==> src/rtl/maxfind_pkg.sv <==
// Shared FSM state type and default widths for the sequential max finder.
package maxfind_pkg;

  localparam int DEF_DATA_W = 8;
  localparam int DEF_LEN_W  = 8;

  typedef enum logic [1:0] {
    ST_IDLE = 2'd0,
    ST_SCAN = 2'd1,
    ST_DONE = 2'd2
  } state_t;

endpackage

==> src/rtl/maxfind_dp.sv <==
// Max/index registers, beat counter and comparator; MAXFIND_SIGNED_EN selects a signed compare.
// Registers update on the edge after their strobe; no flow control of its own, the FSM gates every beat.
module maxfind_dp
  import maxfind_pkg::*;
#(
  parameter int DATA_W = DEF_DATA_W,
  parameter int LEN_W  = DEF_LEN_W
) (
  input  logic              clk,
  input  logic              rst,
  input  logic              clear,
  input  logic              load,
  input  logic              inc,
  input  logic [LEN_W-1:0]  len,
  input  logic [DATA_W-1:0] in_data,
  output logic [DATA_W-1:0] max_val,
  output logic [LEN_W-1:0]  max_idx,
  output logic              gtr,
  output logic              first,
  output logic              last
);

  logic [LEN_W-1:0] len_q;
  logic [LEN_W-1:0] cnt_q;

  // The counter stops at len after the last beat, so len = 2^LEN_W-1 never wraps.
  always_ff @(posedge clk) begin
    if (rst) begin
      len_q   <= '0;
      cnt_q   <= '0;
      max_val <= '0;
      max_idx <= '0;
    end else if (clear) begin
      len_q   <= len;
      cnt_q   <= '0;
      max_val <= '0;
      max_idx <= '0;
    end else begin
      if (load) begin
        max_val <= in_data;
        max_idx <= cnt_q;
      end
      if (inc) begin
        cnt_q <= cnt_q + LEN_W'(1);
      end
    end
  end

`ifdef MAXFIND_SIGNED_EN
  assign gtr = $signed(in_data) > $signed(max_val);
`else
  assign gtr = in_data > max_val;
`endif

  assign first = (cnt_q == '0);
  assign last  = (cnt_q == len_q - LEN_W'(1));

endmodule

==> src/rtl/maxfind_seq.sv <==
// Sequential max search over len streamed samples; MAXFIND_SIGNED_EN makes the compare signed.
// done pulses the cycle after the last beat; in_ready only in SCAN, which waits indefinitely on in_valid.
module maxfind_seq
  import maxfind_pkg::*;
#(
  parameter int DATA_W = DEF_DATA_W,
  parameter int LEN_W  = DEF_LEN_W
) (
  input  logic              clk,
  input  logic              rst,
  input  logic              start,
  input  logic [LEN_W-1:0]  len,
  input  logic              in_valid,
  output logic              in_ready,
  input  logic [DATA_W-1:0] in_data,
  output logic [DATA_W-1:0] max_val,
  output logic [LEN_W-1:0]  max_idx,
  output logic              busy,
  output logic              done
);

  state_t state_q;
  state_t state_d;
  logic   clear;
  logic   beat;
  logic   load;
  logic   gtr;
  logic   first;
  logic   last;

  always_ff @(posedge clk) begin
    if (rst) begin
      state_q <= ST_IDLE;
    end else begin
      state_q <= state_d;
    end
  end

  always_comb begin
    state_d = state_q;
    unique case (state_q)
      ST_IDLE: if (start) state_d = (len == '0) ? ST_DONE : ST_SCAN;
      ST_SCAN: if (beat && last) state_d = ST_DONE;
      ST_DONE: state_d = ST_IDLE;
      default: state_d = ST_IDLE;
    endcase
  end

  always_comb begin
    in_ready = 1'b0;
    busy     = 1'b1;
    done     = 1'b0;
    clear    = 1'b0;
    unique case (state_q)
      ST_IDLE: begin
        busy  = 1'b0;
        clear = start;
      end
      ST_SCAN: in_ready = 1'b1;
      ST_DONE: done = 1'b1;
      default: busy = 1'b0;
    endcase
  end

  assign beat = in_valid && in_ready;
  // Beat 0 always seeds the max so a negative first sample wins in the signed build.
  assign load = beat && (first || gtr);

  maxfind_dp #(
    .DATA_W (DATA_W),
    .LEN_W  (LEN_W)
  ) u_dp (
    .clk     (clk),
    .rst     (rst),
    .clear   (clear),
    .load    (load),
    .inc     (beat),
    .len     (len),
    .in_data (in_data),
    .max_val (max_val),
    .max_idx (max_idx),
    .gtr     (gtr),
    .first   (first),
    .last    (last)
  );

endmodule

==> config.mk <==
export PLATFORM = sky130hd
export DESIGN_NAME = maxfind_seq
export DESIGN_NICKNAME = d
export VERILOG_FILES = /design/src/rtl/maxfind_pkg.sv /design/src/rtl/maxfind_dp.sv /design/src/rtl/maxfind_seq.sv
export SDC_FILE = /design/constraint.sdc
export NUM_CORES = 1
export LEC_CHECK = 0
export BUFFER_PORTS_ARGS = -buffer_cell sky130_fd_sc_hd__clkbuf_2
export CAP_MARGIN = 5
export CORE_AREA = 2 2 76 60
export DETAILED_ROUTE_END_ITERATION = 16
export DIE_AREA = 0 0 78 62
export PLACE_DENSITY_LB_ADDON = 0.2
export REMOVE_ABC_BUFFERS = 1
export SYNTH_ARGS = -nofsm -noshare
export SYNTH_HDL_FRONTEND = slang
export SYNTH_SLANG_ARGS = --single-unit
==> constraint.sdc <==
create_clock -name clk -period 5.6 [get_ports clk]
set_input_delay 0.56 -clock clk [delete_from_list [all_inputs] [get_ports clk]]
set_output_delay 0.56 -clock clk [all_outputs]
set_load 0.05 [all_outputs]
==> flow_summary.yaml, run 1 <==
finish:
  syn_to_final_growth_pct: 14.3
  nets: 310
  n_antenna_cell: 0
  design_area_sq_um: 2240
  post-route-util: 0.533
  drive_gt1_frac: 0.181
clock_tree:
  cts_setup_buffers: 0
  postCtsResizedCells: 0
  cts_tree: "done"
  path_clk_slew_ns: 0.07
  cts-root-buf: "clkbuf_8"
  h-tree-depth: 2
  cts_made_buffers: 5
  cts_buffer_depth: 2
  clkLatencyLatePin_ns: 0.28
  postCtsHoldBufs: 0
  clock_sinks: 34
timing:
  rsz0062_at_grt: "false"
  max_freq_mhz: 437
  slew_headroom: 0.248
  finClkSkew_ns: 0.00216
  finalSetupTns_ns: 0
  fin_crit_ns: 2.29
  setup_violations: 0
  hold_violations: 0
  final.period_utilization: 0.409
  maxSlewViolCount: 0
  tightest_slew_ns: 1.13
pwr:
  clockPowerShare: 0.234
  p_switching_mw: 0.317
  seqPwrFrac: 0.362
  total_power_mw: 0.789
  p_per_area_nw_per_um2: 352
  comb_power_share: 0.403
  power.leakage_nw: 0.903
  swShare: 0.401
  worst_ir_drop_vdd_v: 0.000326
  internal_power_mw: 0.473
drt:
  drtIter0Drc: 102
  dr.pass1.iters: 4
  finalWirelength_mm: 3.83
  via_count: 1669
  vias_per_cell: 5.00
  wl_per_cell_microns: 11.5
  drtAntennaViolNets: 0
  drc_errors: 0
yosys:
  synth_top_area_frac: 0.347
  synthDistinctLibCells: 42
  synth_top_area_cell: "dfxtp_1"
  syn_inst: 243
  synth_edf_count: 0
  avgSynthCellArea_sq_um: 8.06
  ys_seq_area_frac: 0.347
  netlist_area_sq_um: 1960
  async_flop_share: 0
  ys_ff_latch: 34
  yosys-top-cells-area: "dfxtp_1, nand2_1, ha_1, mux2i_1, a21oi_1"
  yosys_warnings: 0
  synth_flop_cell: "dfxtp_1"
global_routing:
  met1_usage: 0.221
  met3_usage: 0.0434
  grt_util_all_layers: 0.164
  antenna_found_initial: 0
  grt_pass1_wl_mm: 6.15
  grt_max_degree: 33
  busiest_layer: "met2"
  use_met2: 0.252
  grt_overflow: 0
  grt_pass1_vias: 1395
placement:
  gp_congestion: 0.779
  portBuffers: 38
  dp.final_hpwl_mm: 2.94
  dpl_cell_area_sq_um: 2150
worst_setup_path:
  path_class: "flip-flop to flip-flop"
  arrival_ns: 2.51
  cp.required_ns: 5.82
  regToRegSetupSlack_ns: 3.31
  r2r_end: "u_dp.max_idx[7]"
  r2r_cells: 8
  rr_startpoint: "u_dp.cnt_q[0]"
  critPathMaxFanout: 16
  endpoint_kind: "flip-flop"
  cp-start-kind: "flip-flop"
min_path:
  whs_path_depth: 2
  hold_end: "u_dp.max_idx[5]"
  hold_path_startpoint: "u_dp.max_idx[5]"
  min_path_type: "flip-flop to flip-flop"
floorplan:
  initial_core_util: 0.466
  fp.dieW_microns: 78
  rows: 21
  core_area_sq_um: 4200
  io_pins: 39
  fp.dieArea_sq_um: 4840
  die_h_microns: 62
job:
  maxCapViolCount: 0
status:
  status: "completed"
cell usage in the layout (no fill, tap or decap), types with 2 or more instances in the layout:
cell	count
inv_1	19
o21a_1	2
or3_1	3
nand4_1	6
a21o_1	2
nor4_2	2
a21oi_1	16
nor4_1	2
nand2_1	62
o21ai_0	4
nor3_1	3
clkbuf_8	6
nand2b_1	4
xor2_1	6
nor2b_1	2
ha_1	14
mux2i_1	16
dfxtp_1	34
clkbuf_2	38
nor2_1	10
xnor2_1	5
power by group through the flow:
stage | logic, mW | clock network, mW | registers (mW)
final | 0.318 | 0.185 | 0.286
after global routing | 0.354 | 0.201 | 0.290
after CTS | 0.321 | 0.190 | 0.286
after detailed placement | 0.319 | 0 | 0.292
after global placement | 0.317 | 0 | 0.292
after floorplan | 0.243 | 0 | 0.300
per-layer routing:
layer,part of all wire,vias to the layer above,routed length [microns]
li1,-,879,-
met1,0.53,759,2040
met2,0.42,24,1620
met3,0.029,7,111
met4,0.017,0,65
met5,0,-,0
per-stage QoR:
step	hold slack [ns]	cells	setup slack (ns)
after floorplan	0.442	231	3.21
after CTS	0.459	334	3.28
after global placement	0.445	326	3.17
final	0.454	334	3.31
after detailed placement	0.446	326	3.13
after global routing	0.471	334	3.10
registers in the layout, summed over array words and instances (netlist names):
register,count
u_dp.max_val,8
u_dp.cnt_q,8
u_dp.len_q,8
state_q,2
u_dp.max_idx,8
synthesized netlist by cell type, types with 2 or more instances:
master	instances
nand2_1	62
dfxtp_1	34
inv_1	19
a21oi_1	16
mux2i_1	16
ha_1	14
nor2_1	11
clkbuf_1	7
nand4_1	6
xor2_1	6
xnor2_1	5
nand2b_1	4
o21ai_0	4
nor3_1	3
or3_1	3
a21o_1	2
buf_2	2
nor2b_1	2
nor4_1	2
nor4_2	2
o21a_1	2
logic make-up after synthesis:
logic type,after synthesis,synth area share
adder cells (fa/ha/maj),14,0.0894
AND/OR/NAND/NOR,102,0.240
XOR/XNOR,11,0.0492
multiplexers,16,0.0817
buffers and inverters,31,0.0747
flip-flops,34,0.347
AO/OA/AOI/OAI,35,0.118
how the worst max path moves through the flow:
stage / startpoint / endpoint / slack (ns)
6_report: u_dp.cnt_q[0] / u_dp.max_idx[7] / 3.31
5_1_grt: u_dp.cnt_q[0] / u_dp.max_idx[4] / 3.10
4_1_cts: u_dp.cnt_q[0] / u_dp.max_idx[7] / 3.28
3_5_place_dp: in_data[1] / u_dp.max_idx[7] / 3.13
3_3_place_gp: in_data[1] / u_dp.max_idx[6] / 3.17
2_1_floorplan: u_dp.max_val[1] / u_dp.max_idx[0] / 3.21
final cells by class:
class	count	area, sq um
Fill cell	414	1960
Sequential cell	34	681
Multi-Input combinational cell	178	1130
Tap cell	57	71.3
Timing Repair Buffer	38	190
Clock buffer	7	86.3
Inverter	19	71.3
Clock inverter	1	5.00
worst max-delay path, cell delays in order (launching register included):
cell and delay [ns]:
dfxtp_1 0.37, inv_1 0.08, ha_1 0.14, or4b_1 0.45, nor4_2 0.27, nor3_1 0.10, nor2_1 0.10, o41a_2 0.47
mux2i_1 0.24
Note: power is estimated with default switching activity, not from simulation.
==> run 2: changes to the inputs <==
--- a/config.mk
+++ b/config.mk
@@ -7,9 +7,9 @@
 export LEC_CHECK = 0
 export BUFFER_PORTS_ARGS = -buffer_cell sky130_fd_sc_hd__clkbuf_2
 export CAP_MARGIN = 5
-export CORE_AREA = 2 2 76 60
+export CORE_AREA = 2 2 77 60
 export DETAILED_ROUTE_END_ITERATION = 16
-export DIE_AREA = 0 0 78 62
+export DIE_AREA = 0 0 79 62
 export PLACE_DENSITY_LB_ADDON = 0.2
 export REMOVE_ABC_BUFFERS = 1
 export SYNTH_ARGS = -nofsm -noshare
==> constraint.sdc (replaced) <==
create_clock -name clk -period 1.9 [get_ports clk]
set_input_delay 0.19 -clock clk [delete_from_list [all_inputs] [get_ports clk]]
set_output_delay 0.19 -clock clk [all_outputs]
set_load 0.05 [all_outputs]
==> flow_summary.yaml, run 2 (synthesis gave the netlist of run 1 again) <==
placement:
  gp_congestion: 0.758
  dp.final_hpwl_mm: 3.16
  preCtsSetupSlack_ns: -0.169
  numPlacedInstances: 350
  portBuffers: 38
worst_setup_path:
  cp.required_ns: 2.12
  endpoint_kind: "flip-flop"
  path_class: "flip-flop to flip-flop"
  arrival_ns: 2.21
  cp-start-kind: "flip-flop"
  critPathMaxFanout: 8
clock_tree:
  clkLatencyLatePin_ns: 0.29
  postCtsHoldBufs: 0
  cts_buffer_depth: 2
  cts_made_buffers: 5
  h-tree-depth: 2
  clock_sinks: 34
  cts-root-buf: "clkbuf_8"
  cts_tree: "done"
  path_clk_slew_ns: 0.08
finish:
  syn_to_final_growth_pct: 33.0
  post_layout_nonfiller_instances: 361
  n_antenna_cell: 0
  n_fill_cell: 396
  drive_gt1_frac: 0.332
  register_area_sq_um: 688
  nets: 337
  multiInputGateArea_sq_um: 1230
  final_common_cell: "nand2_1"
  layout_common_cells: "nand2_1, clkbuf_2, dfxtp_1, buf_4"
timing:
  hold_slack_ns: 0.124
  finClkSkew_ns: 0.00865
  hold_violations: 0
  slew_headroom: 0.771
  setup_slack_ns: -0.0947
  maxSlewViolCount: 0
  finalSetupTns_ns: -1.29
  setup_violations: 16
  final.period_utilization: 1.05
  tightest_slew_ns: 0.343
  fin_crit_ns: 1.99
  max_freq_mhz: 501
  rsz0062_at_grt: "true"
status:
  violations: "negative setup slack"
  status: "complete, but fails checks"
global_routing:
  antenna_found_initial: 0
  grt_max_degree: 33
  grt_util_all_layers: 0.180
  grt_pass1_vias: 1521
  grt_overflow: 0
  grt_pass1_wl_mm: 6.79
floorplan:
  initial_core_util: 0.460
  die_h_microns: 62
  core_area_sq_um: 4260
  rows: 21
  fp.dieW_microns: 79
  fp.dieArea_sq_um: 4900
  io_pins: 39
drt:
  finalWirelength_mm: 4.32
  drtAntennaViolNets: 0
  drc_errors: 0
  wl_per_cell_microns: 12.0
  dr.pass1.iters: 4
  drtIter0Drc: 44
  via_count: 1780
  vias_per_cell: 4.93
pwr:
  total_power_mw: 2.77
  power.leakage_nw: 1.08
  worst_ir_drop_vdd_v: 0.00110
  p_per_area_nw_per_um2: 1060
min_path:
  min_path_type: "input pin to flip-flop"
job:
  maxCapViolCount: 0
-- run 2: changes by cell type in the layout (fill, tap and decap cells not counted), moves of 3 or more --
cell	previous run	this run
buf_4	0	24
ha_1	14	10
inv_2	0	3
dfxtp_2	0	6
dfxtp_1	34	28
inv_1	19	16
-- run 2: power breakdown --
group / switching, mW / internal [mW] / leakage, nW
registers: 0.0469 / 0.780 / 0.278
clock network: 0.281 / 0.386 / 0.0579
logic: 0.731 / 0.550 / 0.742
-- run 2: per-layer routing --
layer | wire length, microns | GRT usage
met5 | 0 | 0
met4 | 21 | 0.0616
met2 | 1880 | 0.280
met1 | 2270 | 0.246
met3 | 139 | 0.0491
-- run 2: layout make-up --
class                   count  share of cell area
multi-input cells         178               0.472
flip-flops and latches     34               0.264
repair buffers             65               0.167
inverters                  19              0.0274
well taps                  57              0.0274
clock buffers               5              0.0264
clock inverters             3              0.0154
-- run 2: final timing paths --
| path | from | endpoint | slack [ns] | depth (start not counted) |
|---|---|---|---|---|
| worst max-delay path | u_dp.cnt_q[0] | u_dp.max_idx[6] | -0.09 | 9 |
| worst min-delay path | len[2] | u_dp.len_q[2] | 0.12 | 3 |
| worst max register to register | u_dp.cnt_q[0] | u_dp.max_idx[6] | -0.09 | 9 |
| worst min register to register | u_dp.max_idx[3] | u_dp.max_idx[3] | 0.46 | 2 |
-- run 2: timing repair --
item,4_1_cts,5_1_grt
endpoints found under the setup margin,18,19
resized for setup,7,19
buffers inserted,0,2
pin swaps,0,3
cloned,0,1
-- run 2: worst max-delay path: stages, from the launching register on --
cell	delay (ns)
dfxtp_2	0.33
inv_2	0.06
ha_4	0.12
or4b_4	0.47
nor4_4	0.21
nor3_2	0.08
nor2_1	0.09
o41a_2	0.21
clkbuf_16	0.18
mux2i_1	0.17
-- run 2: through the flow --
| stage | cell area, sq um | utilization |
|---|---|---|
| finish | 2610 | 0.612 |
| global route | 2610 | 0.612 |
| CTS | 2500 | 0.586 |
| detailed placement | 2350 | 0.553 |
| global placement | 2350 | 0.553 |
| floorplan | 1880 | - |
